**src/rtl/iir_decim_fifo.sv**
```systemverilog
// Decimating stage behind the IIR filter.
// Each block of 2^DECIM_LOG2 strobed Q1.15 samples is reduced to one rounded
// average (round half up). The averages are queued in a first-word-fall-through
// FIFO and leave through a valid/ready handshake. A sticky flag records every
// average that was dropped because the FIFO was full.
module iir_decim_fifo #(
    parameter int inout_width = 16,
    parameter int DECIM_LOG2  = 2,
    parameter int FIFO_DEPTH  = 8
) (
    input  logic                          clk_i,
    input  logic                          reset_ni,
    input  logic                          en_i,
    input  logic [inout_width-1:0]        data_i,
    output logic [inout_width-1:0]        data_o,
    output logic                          valid_o,
    input  logic                          ready_i,
    output logic [$clog2(FIFO_DEPTH):0]   fill_o,
    output logic                          overflow_o,
    input  logic                          clear_i
);

    localparam int AW   = inout_width + DECIM_LOG2;
    localparam int PW   = (DECIM_LOG2 > 0) ? DECIM_LOG2 : 1;
    localparam int PTRW = $clog2(FIFO_DEPTH);
    localparam int CW   = PTRW + 1;
    localparam int RND  = (2 ** DECIM_LOG2) / 2;
    localparam logic [PW-1:0] LAST_PHASE = PW'((2 ** DECIM_LOG2) - 1);
    localparam logic [CW-1:0] FULL_COUNT = CW'(FIFO_DEPTH);

    logic [PW-1:0]          phase_q, phase_d;
    logic [AW-1:0]          acc_q, acc_d;
    logic [PTRW-1:0]        rd_ptr_q, rd_ptr_d;
    logic [PTRW-1:0]        wr_ptr_q, wr_ptr_d;
    logic [CW-1:0]          count_q, count_d;
    logic                   overflow_q, overflow_d;
    logic [inout_width-1:0] mem_q [FIFO_DEPTH];

    logic signed [AW:0]     total;
    logic signed [AW:0]     rounded;
    logic [inout_width-1:0] avg;
    logic                   complete;
    logic                   full;
    logic                   pop;
    logic                   push;
    logic                   drop;

    // Block accumulation, rounding and phase sequencing.
    // The extra headroom bit keeps the rounding term from wrapping the sum.
    always_comb begin
        total    = (AW+1)'($signed(acc_q)) + (AW+1)'($signed(data_i));
        rounded  = total + (AW+1)'(RND);
        avg      = inout_width'(rounded >>> DECIM_LOG2);
        complete = en_i && (phase_q == LAST_PHASE);
        phase_d  = phase_q;
        acc_d    = acc_q;
        if (en_i) begin
            if (complete) begin
                phase_d = '0;
                acc_d   = '0;
            end else begin
                phase_d = phase_q + PW'(1);
                acc_d   = AW'(total);
            end
        end
    end

    // FIFO bookkeeping: a full FIFO still accepts a push when a pop frees a slot.
    always_comb begin
        valid_o  = (count_q != '0);
        full     = (count_q == FULL_COUNT);
        pop      = valid_o && ready_i;
        push     = complete && (!full || pop);
        drop     = complete && full && !pop;
        wr_ptr_d = push ? wr_ptr_q + PTRW'(1) : wr_ptr_q;
        rd_ptr_d = pop  ? rd_ptr_q + PTRW'(1) : rd_ptr_q;
        count_d  = count_q;
        case ({push, pop})
            2'b10:   count_d = count_q + CW'(1);
            2'b01:   count_d = count_q - CW'(1);
            default: count_d = count_q;
        endcase
        overflow_d = overflow_q;
        if (drop) begin
            overflow_d = 1'b1;
        end else if (clear_i) begin
            overflow_d = 1'b0;
        end
    end

    // Output view of the FIFO head and status.
    always_comb begin
        data_o     = valid_o ? mem_q[rd_ptr_q] : '0;
        fill_o     = count_q;
        overflow_o = overflow_q;
    end

    // Control state register; a partial block is discarded on reset.
    always_ff @(posedge clk_i or negedge reset_ni) begin
        if (!reset_ni) begin
            phase_q    <= '0;
            acc_q      <= '0;
            rd_ptr_q   <= '0;
            wr_ptr_q   <= '0;
            count_q    <= '0;
            overflow_q <= 1'b0;
        end else begin
            phase_q    <= phase_d;
            acc_q      <= acc_d;
            rd_ptr_q   <= rd_ptr_d;
            wr_ptr_q   <= wr_ptr_d;
            count_q    <= count_d;
            overflow_q <= overflow_d;
        end
    end

    // FIFO storage write; contents are left unreset.
    always_ff @(posedge clk_i) begin
        if (push) begin
            mem_q[wr_ptr_q] <= avg;
        end
    end

endmodule

```
**config.mk**
```make
export PLATFORM = sky130hd
export DESIGN_NAME = iir_decim_fifo
export DESIGN_NICKNAME = d
export VERILOG_FILES = /design/src/rtl/iir_decim_fifo.sv
export SDC_FILE = /design/constraint.sdc
export NUM_CORES = 1
export LEC_CHECK = 0
export CORE_UTILIZATION = 40
export CTS_CLUSTER_SIZE = 12
export DETAILED_ROUTE_END_ITERATION = 10
export SLEW_MARGIN = 10
export SYNTH_ARGS = -nofsm -noshare
export SYNTH_HDL_FRONTEND = slang
export SYNTH_SLANG_ARGS = --single-unit
```
**constraint.sdc**
```tcl
create_clock -name clk_i -period 4.3 [get_ports clk_i]
set_input_delay 0.645 -clock clk_i [delete_from_list [all_inputs] [get_ports clk_i]]
set_output_delay 0.645 -clock clk_i [all_outputs]
set_load 0.01 [all_outputs]
```
; Yosys cells after proc, flatten, opt, wreduce, memory -nomap -nowiden
; Memories as Yosys holds them, arrays and structs flattened.
; Cells that the tools add are included.
[totals]
out_inout_bits = 22
word_cells = 37
n_memories = 1
ram_bits = 128
input_bits = 21
ff_bits = 31
[op_classes]
n_eq_ne = 4
mux = 8
addsub = 7
reduce_logical = 11
[mem_list]
columns = memory, words, width, read_ports, rd_clocked_by_memory_dff, write_ports, line_no
row1 = mem_q, 8, 16, 1, 0, 1, 37  ; logic [inout_width-1:0] mem_q [FIFO_DEPTH];
[ops]
columns = op, count
row1 = 18-bit by 16-bit adder with 18-bit output, 1
row2 = 18-bit by 3-bit adder with 18-bit output (second input constant), 1
row3 = 18-bit 2-to-1 mux, 1
row4 = 16-bit 2-to-1 mux, 1
row5 = 4-bit one-hot mux with 2 select lines, 1
row6 = 3-bit by 1-bit adder with 3-bit output (second input constant), 2
row7 = 1-bit logical AND, 5
row8 = 4-bit by 1-bit adder with 4-bit output (second input constant), 1
row9 = 2-bit equality test (second input constant), 2
row10 = 4-bit equality test (second input constant), 1
row11 = 1-bit 2-to-1 mux, 4
row12 = 2-bit nonzero test, 2
row13 = 4-bit nonzero test, 1
row14 = 4-bit by 1-bit subtractor with 4-bit output (second input constant), 1
row15 = 2-bit by 1-bit adder with 2-bit output (second input constant), 1
row16 = 2-bit by 1-bit equality test with 1-bit output (second input constant), 1
row17 = 1-bit logical NOT, 2
row18 = 2-bit 2-to-1 mux, 1
row19 = 1-bit logical OR, 1

; Depth between registers and ports, before layout
; Gate-level depths: netlist (run 1).
[depth]
ltp_word = 6
ltp_mapped = 9
ltp_nobuf = 9

; Worst setup path before layout (run 1)
; No wires, ideal clock.
[synth_path]
kind = input port to flip-flop
startpoint = in data_i[0]
endpoint = mem mem_q[0][15], data pin
n_path_buf = 0
setup_time_ns = 0.231
required_time_ns = 4.069
path_slack_ns = 1.005
arrival_ns = 3.064
cell_stages = 9
path_cell_list = ha_1 fa_1 a211oi_4 o211ai_1 a221oi_2 xor2_1 a311oi_2 nand4_1 xnor2_1
[synth_between]
elab_chain_len = 2
[synth_rtl]
columns = element, line_no
row1 = from (decl), 14  ; input logic [inout_width-1:0] data_i,
row2 = 18-bit by 16-bit adder with 18-bit output, 51  ; total = (AW+1)'($signed(acc_q)) + (AW+1)'($signed(data_i));
row3 = 18-bit by 3-bit adder with 18-bit output, 52  ; rounded = total + (AW+1)'(RND);
row4 = named net rounded[17], 40  ; logic signed [AW:0] rounded;
row5 = to (decl), 37
; The timed path passes the listed nets, and every way through them passes these cells.

; Worst setup path in the final report (run 1)
[layout_path]
startpoint = in data_i[0]
endpoint = mem mem_q[5][15], data pin
; The elaborated chain is that of the path after synthesis.

==> results.sh, run 1 <==
export IMPL_clkTransAtPathRegs_ps=60
export IMPL_setup_tns_ps=0
export IMPL_die_w_um=140
export IMPL_p_per_area_nw_per_um2=809
export IMPL_grt_pass1_wl_mm=25.0
export IMPL_cts_root_buffer_cell="clkbuf_16"
export IMPL_synthDistinctLibCells=64
export IMPL_timing_final_crit_share=0.879
export IMPL_arrival_ps=3920
export IMPL_crit_type="input port to flop"
export IMPL_cts_tree="done"
export IMPL_crit_fanout=8
export IMPL_synthCells=507
export IMPL_clk_latency_ps=420
export IMPL_pwr_share_comb=0.455
export IMPL_end_kind="flop"
export IMPL_antenna_found_initial=0
export IMPL_max_stage_delay_ps=490
export IMPL_antenna_left=0
export IMPL_pin_count=43
export IMPL_first_iter_violations=235
export IMPL_pwr_share_clk=0.188
export IMPL_fin_crit_ps=3780
export IMPL_min_path_type="flop to flop"
export IMPL_max_freq_mhz=264
export IMPL_gp_congestion=0.882
export IMPL_dp_final_hpwl_mm=10.6
export IMPL_relSlewSlack=0.438
export IMPL_die_h_um=140
export IMPL_fin_hold_ws_ps=489
export IMPL_syn_to_final_growth_pct=17.9
export IMPL_final_common_cell="edfxtp_1"
export IMPL_vias=4490
export IMPL_final_cell_mix="128 x edfxtp_1, 42 x clkdlybuf4s50_1, 36 x nor2_1"
export IMPL_cts_sinks=159
export IMPL_synth_main_ff_cell="edfxtp_1"
export IMPL_track_usage=0.172
export IMPL_cts_repair_resized=0
export IMPL_seq_area_frac_synth=0.608
export IMPL_clockBufferDepth=2
export IMPL_power_net_switching_mw=2.66
export IMPL_start_util=0.408
export IMPL_antenna_cells=0
export IMPL_grt_overflow_total=0
export IMPL_wl_mm=15.7
export IMPL_tightest_slew_ps=843
export IMPL_postCtsHoldBufs=0
export IMPL_multiInputGateArea_sq_um=2890
export IMPL_power_share_switching=0.367
export IMPL_syn_area_per_cell_sq_um=15.0
export IMPL_rsz0062_at_grt="false"
export IMPL_drive_gt1_frac=0.177
export IMPL_cp_start_kind="input port"
export IMPL_num_rows=50
export IMPL_syn_area_sq_um=7600
export IMPL_total_power_mw=7.26
export IMPL_yosysWarnings=0
export IMPL_place_area_sq_um=8430
export IMPL_finClkSkew_ps=10.1
export IMPL_first_pass_iters=4
export IMPL_crit_chain="clkdlybuf4s50_1, ha_1, fa_1, a211oi_4, o211ai_1, a221oi_2, xor2_1, a311oi_2, nand4_1, xnor2_1"
export IMPL_status="finished clean"
export IMPL_synth_edf_count=128
export IMPL_p_int_mw=4.59
export IMPL_setup_viol=0
export IMPL_die_area_sq_um=19600
export IMPL_crit_family="compound AO/OA/AOI/OAI gates"
export IMPL_post_cts_buffers=0
export IMPL_drv_slew=0
export IMPL_cp_data_required_time_ps=4440
export IMPL_hold_viol_final=0
export IMPL_p_seq_frac=0.357
export IMPL_post_route_cell_area_sq_um=8970
export IMPL_leakage_nw=3.17
export IMPL_area_sequential_sq_um=4620
export IMPL_grt_max_degree=33
export IMPL_vias_per_cell=5.51
export IMPL_port_buffers=42
export IMPL_synthArstFlopShare=0.195
export IMPL_vdd_drop_max_v=0.000344
export IMPL_fillers=1606
export IMPL_numCtsBuffers=17
export IMPL_grt_pass1_vias=4494
export IMPL_ys_seq_elements=159
export IMPL_fin_nets=614
export IMPL_core_area_sq_um=18600
export IMPL_syn_nets=553
export IMPL_cap_violations=0
export IMPL_drc=0
export IMPL_cts_max_level=4
export IMPL_path_buf_inv=1
export IMPL_routedWlPerCell_um=19.2
export IMPL_slowest_stage="xnor2_1"
## final cells by class
class,instances,share of cell area
clock inverters,12,0.0106
multi-input cells,315,0.322
well taps,234,0.0327
clock buffers,20,0.0487
flip-flops and latches,159,0.515
inverters,13,0.00544
repair buffers,62,0.0650
## per-stage QoR
| step | worst slack, ps | cells | util |
|---|---|---|---|
| after floorplan | 1000 | 507 | - |
| after global placement | 218 | 783 | 0.452 |
| after detailed placement | 99.6 | 783 | 0.452 |
| after CTS | 541 | 815 | 0.481 |
| after global routing | 321 | 815 | 0.481 |
| final | 519 | 815 | 0.481 |
## worst register-to-register path, stage by stage, from the launching register on
cell and delay [ps]:
dfrtp_1 380, ha_1 240, fa_1 460, a211oi_4 370, o211ai_1 220, a221oi_2 330, xor2_1 200, a311oi_2 370
nand4_1 170, xnor2_1 490
## cell families (layout without fill, tap and decap cells)
family                   Yosys count  count (layout)  share of synthesized area
adder cells (fa/ha/maj)           25              25                     0.0431
flip-flops                       159             159                      0.608
AO/OA/AOI/OAI                     84              84                     0.0836
XOR/XNOR                          32              32                     0.0388
AND/OR/NAND/NOR                  121             121                     0.0871
buffers and inverters             33             107                     0.0171
multiplexers                      53              53                      0.123
## registers in the layout (all words and copies together), names as in the netlist
signal	cells
phase_q	2
mem_q	128
wr_ptr_q	3
rd_ptr_q	3
acc_q	18
overflow_o	1
fill_o	4
## path summary, 6_finish.rpt
check                            from           end  slack (ps)  depth (start not counted)
setup reg to reg             acc_q[0]  mem_q[5][15]         800                          9
setup / recovery            data_i[0]  mem_q[5][15]         520                         10
hold / removal             phase_q[0]    phase_q[0]         490                          1
max in group asynchronous    reset_ni   rd_ptr_q[0]        3330                          2
min in group asynchronous    reset_ni      acc_q[2]         630                          2
hold reg to reg            phase_q[0]    phase_q[0]         490                          1
## cells in the mapped netlist (8+ instances only)
master | instances | area (sq um)
dfrtp_1 | 31 | 776
nand3_1 | 12 | 60.1
edfxtp_1 | 128 | 3840
clkbuf_1 | 13 | 48.8
xnor2_1 | 25 | 219
a22o_1 | 11 | 96.3
nor2_1 | 36 | 135
nor3_1 | 8 | 40.0
mux4_2 | 32 | 721
nand2_1 | 25 | 93.8
a21oi_1 | 19 | 95.1
o21ai_0 | 10 | 50.1
ha_1 | 23 | 288
mux2i_1 | 19 | 190
inv_1 | 12 | 45.0
## power by group through the flow
stage	clock, mW	combinational (mW)	sequential [mW]
after floorplan	0	2.30	2.49
after global placement	0	3.23	2.62
after detailed placement	0	3.32	2.62
after CTS	1.39	3.33	2.60
after global routing	1.46	3.61	2.63
final	1.37	3.30	2.59
## routing by layer
layer,wire (um),track usage,up-vias,part of all wire
li1,-,-,2105,-
met1,7150,0.229,2268,0.46
met2,7740,0.279,97,0.49
met3,594,0.0375,20,0.038
met4,193,0.0544,0,0.012
met5,0,0,-,0
(Power assumes the default switching activity.)
==> run 2: changes to the inputs <==
--- a/config.mk
+++ b/config.mk
@@ -8,6 +8,7 @@
 export CORE_UTILIZATION = 40
 export CTS_CLUSTER_SIZE = 12
 export DETAILED_ROUTE_END_ITERATION = 10
+export PLACE_DENSITY = 0.6
 export SLEW_MARGIN = 10
 export SYNTH_ARGS = -nofsm -noshare
 export SYNTH_HDL_FRONTEND = slang
==> constraint.sdc (replaced) <==
create_clock -name clk_i -period 3.16 [get_ports clk_i]
set_input_delay 0.474 -clock clk_i [delete_from_list [all_inputs] [get_ports clk_i]]
set_output_delay 0.474 -clock clk_i [all_outputs]
set_load 0.01 [all_outputs]
==> run 2 against run 1 <==
Effect of this change: sequential power rose by 34%; total power rose by 54%; final cell count rose by 7.9%; worst hold slack got worse by 31 ps; combinational power rose by 67%; setup slack got worse by 430 ps; first-iteration DRC count fell by 12%; non-clock buffer count rose by 64; largest power group unchanged.
==> results.sh, run 2 (synthesis results as in run 1) <==
export IMPL_status="finished clean"
export IMPL_fin_nets=678
export IMPL_drive_gt1_frac=0.281
export IMPL_antenna_cells=0
export IMPL_syn_to_final_growth_pct=27.4
export IMPL_cp_data_required_time_ps=3360
export IMPL_cp_start_kind="input port"
export IMPL_dp_cells=845
export IMPL_fin_hold_ws_ps=458
export IMPL_regMostFlops="mem_q"
export IMPL_crit_type="input port to flop"
export IMPL_cts_max_level=4
export IMPL_clk_latency_ps=420
export IMPL_finClkSkew_ps=12.4
export IMPL_vdd_drop_max_v=0.000542
export IMPL_wl_mm=16.5
export IMPL_first_pass_iters=4
export IMPL_relSlewSlack=0.491
export IMPL_drv_slew=0
export IMPL_antenna_found_initial=0
export IMPL_start_util=0.408
export IMPL_routedWlPerCell_um=18.8
export IMPL_fillers=1559
export IMPL_final_cell_mix="128 x edfxtp_1, 81 x buf_4, 40 x clkdlybuf4s50_1"
export IMPL_cts_sinks=159
export IMPL_die_area_sq_um=19600
export IMPL_die_h_um=140
export IMPL_clockBufferDepth=2
export IMPL_antenna_left=0
export IMPL_drc=0
export IMPL_grt_max_degree=33
export IMPL_pin_count=43
export IMPL_leakage_nw=3.59
export IMPL_fin_cells=879
export IMPL_max_freq_mhz=326
export IMPL_final_common_cell="edfxtp_1"
export IMPL_fin_crit_ps=3070
export IMPL_track_usage=0.180
export IMPL_largest_reg_flops=128
export IMPL_clkTransAtPathRegs_ps=60
export IMPL_r2r_end="mem_q[4][15]"
export IMPL_setup_viol=0
export IMPL_end_kind="flop"
export IMPL_vias_per_cell=5.31
export IMPL_die_w_um=140
export IMPL_core_area_sq_um=18600
export IMPL_hold_viol_final=0
export IMPL_tightest_slew_ps=758
export IMPL_port_buffers=42
export IMPL_timing_final_crit_share=0.972
export IMPL_dp_final_hpwl_mm=11.1
export IMPL_grt_overflow_total=0
export IMPL_arrival_ps=3270
export IMPL_reg2regPathDepth=10
export IMPL_vias=4671
export IMPL_startpoint="data_i[2]"
export IMPL_r2r_setup_slack_ps=90
export IMPL_crit_fanout=8
export IMPL_gp_congestion=0.846
export IMPL_cap_violations=0
export IMPL_r2r_start="acc_q[0]"
export IMPL_total_power_mw=11.2
export IMPL_p_per_area_nw_per_um2=1150
export IMPL_cts_root_buffer_cell="clkbuf_16"
export IMPL_rsz0062_at_grt="true"
export IMPL_first_iter_violations=207
export IMPL_grt_pass1_wl_mm=26.3
export IMPL_min_path_type="input port to asynchronous set/reset pin"
export IMPL_postCtsHoldBufs=0
export IMPL_num_rows=50
export IMPL_cts_tree="done"
export IMPL_grt_pass1_vias=4888
export IMPL_numCtsBuffers=17
run 2: cell types whose count changed in the layout (fill, tap and decap cells not counted), moves of 2 or more:
cell	previous run	this run
buf_4	19	81
xnor2_1	25	16
xnor2_2	0	7
clkinv_2	6	0
bufinv_16	1	4
clkinv_4	0	3
clkbuf_1	3	1
clkdlybuf4s50_1	42	40
inv_8	0	2
xnor2_4	0	2
run 2: per-layer routing:
layer | track usage | up-vias | wire, um
met5 | 0 | - | 0
met4 | 0.0555 | 0 | 101
met3 | 0.0313 | 9 | 590
met2 | 0.311 | 94 | 8450
met1 | 0.230 | 2329 | 7360
li1 | - | 2239 | -
run 2: area by class of cell:
class | count | area [sq um] | area share
clock buffer | 18 | 429 | 0.0443
multi-input combinational | 315 | 3010 | 0.311
tap | 234 | 293 | 0.0302
clock inverter | 14 | 205 | 0.0212
sequential | 159 | 4620 | 0.477
inverter | 13 | 48.8 | 0.00504
timing repair buffer | 126 | 1080 | 0.112
run 2: repair_timing:
action	4_1_cts	5_1_grt
setup endpoints to repair	80	72
hold endpoints to repair	0	0
pin swaps	9	8
setup buffers	2	1
gates resized for setup	9	10
run 2: how the worst max path moves through the flow:
| stage | end | slack (ps) | cells past startpoint |
|---|---|---|---|
| 5_1_grt | mem_q[4][15] | -60 | 11 |
| 3_5_place_dp | mem_q[0][14] | -730 | 10 |
| 4_1_cts | mem_q[5][15] | 40 | 9 |
| 6_report | mem_q[4][15] | 90 | 10 |
| 3_3_place_gp | mem_q[4][14] | -610 | 10 |
| 2_1_floorplan | mem_q[0][15] | 40 | 9 |
run 2: worst max-delay path, stage by stage:
cell and delay, ps:
clkdlybuf4s50_1 400, ha_1 380, o211ai_1 350, o211ai_1 220
buf_4 180, a31oi_1 230, o2111ai_1 160, nand3_1 310
nand4_1 220, xnor2_2 330
run 2: through the flow:
step                      worst slack, ps   util  setup TNS (ps)  area [sq um]
final                                88.8  0.520               0          9690
after global routing                -63.2  0.520            -541          9690
after CTS                            41.9  0.515               0          9610
after detailed placement             -732  0.478          -49130          8910
after global placement               -614  0.478          -39380          8910
after floorplan                      35.6      -               0          7600
run 2: power by group:
group	switching [mW]	total [mW]	internal, mW
logic	2.81	5.52	2.71
clock network	0.848	2.19	1.34
registers	0.259	3.46	3.20
total	3.92	11.2	7.26
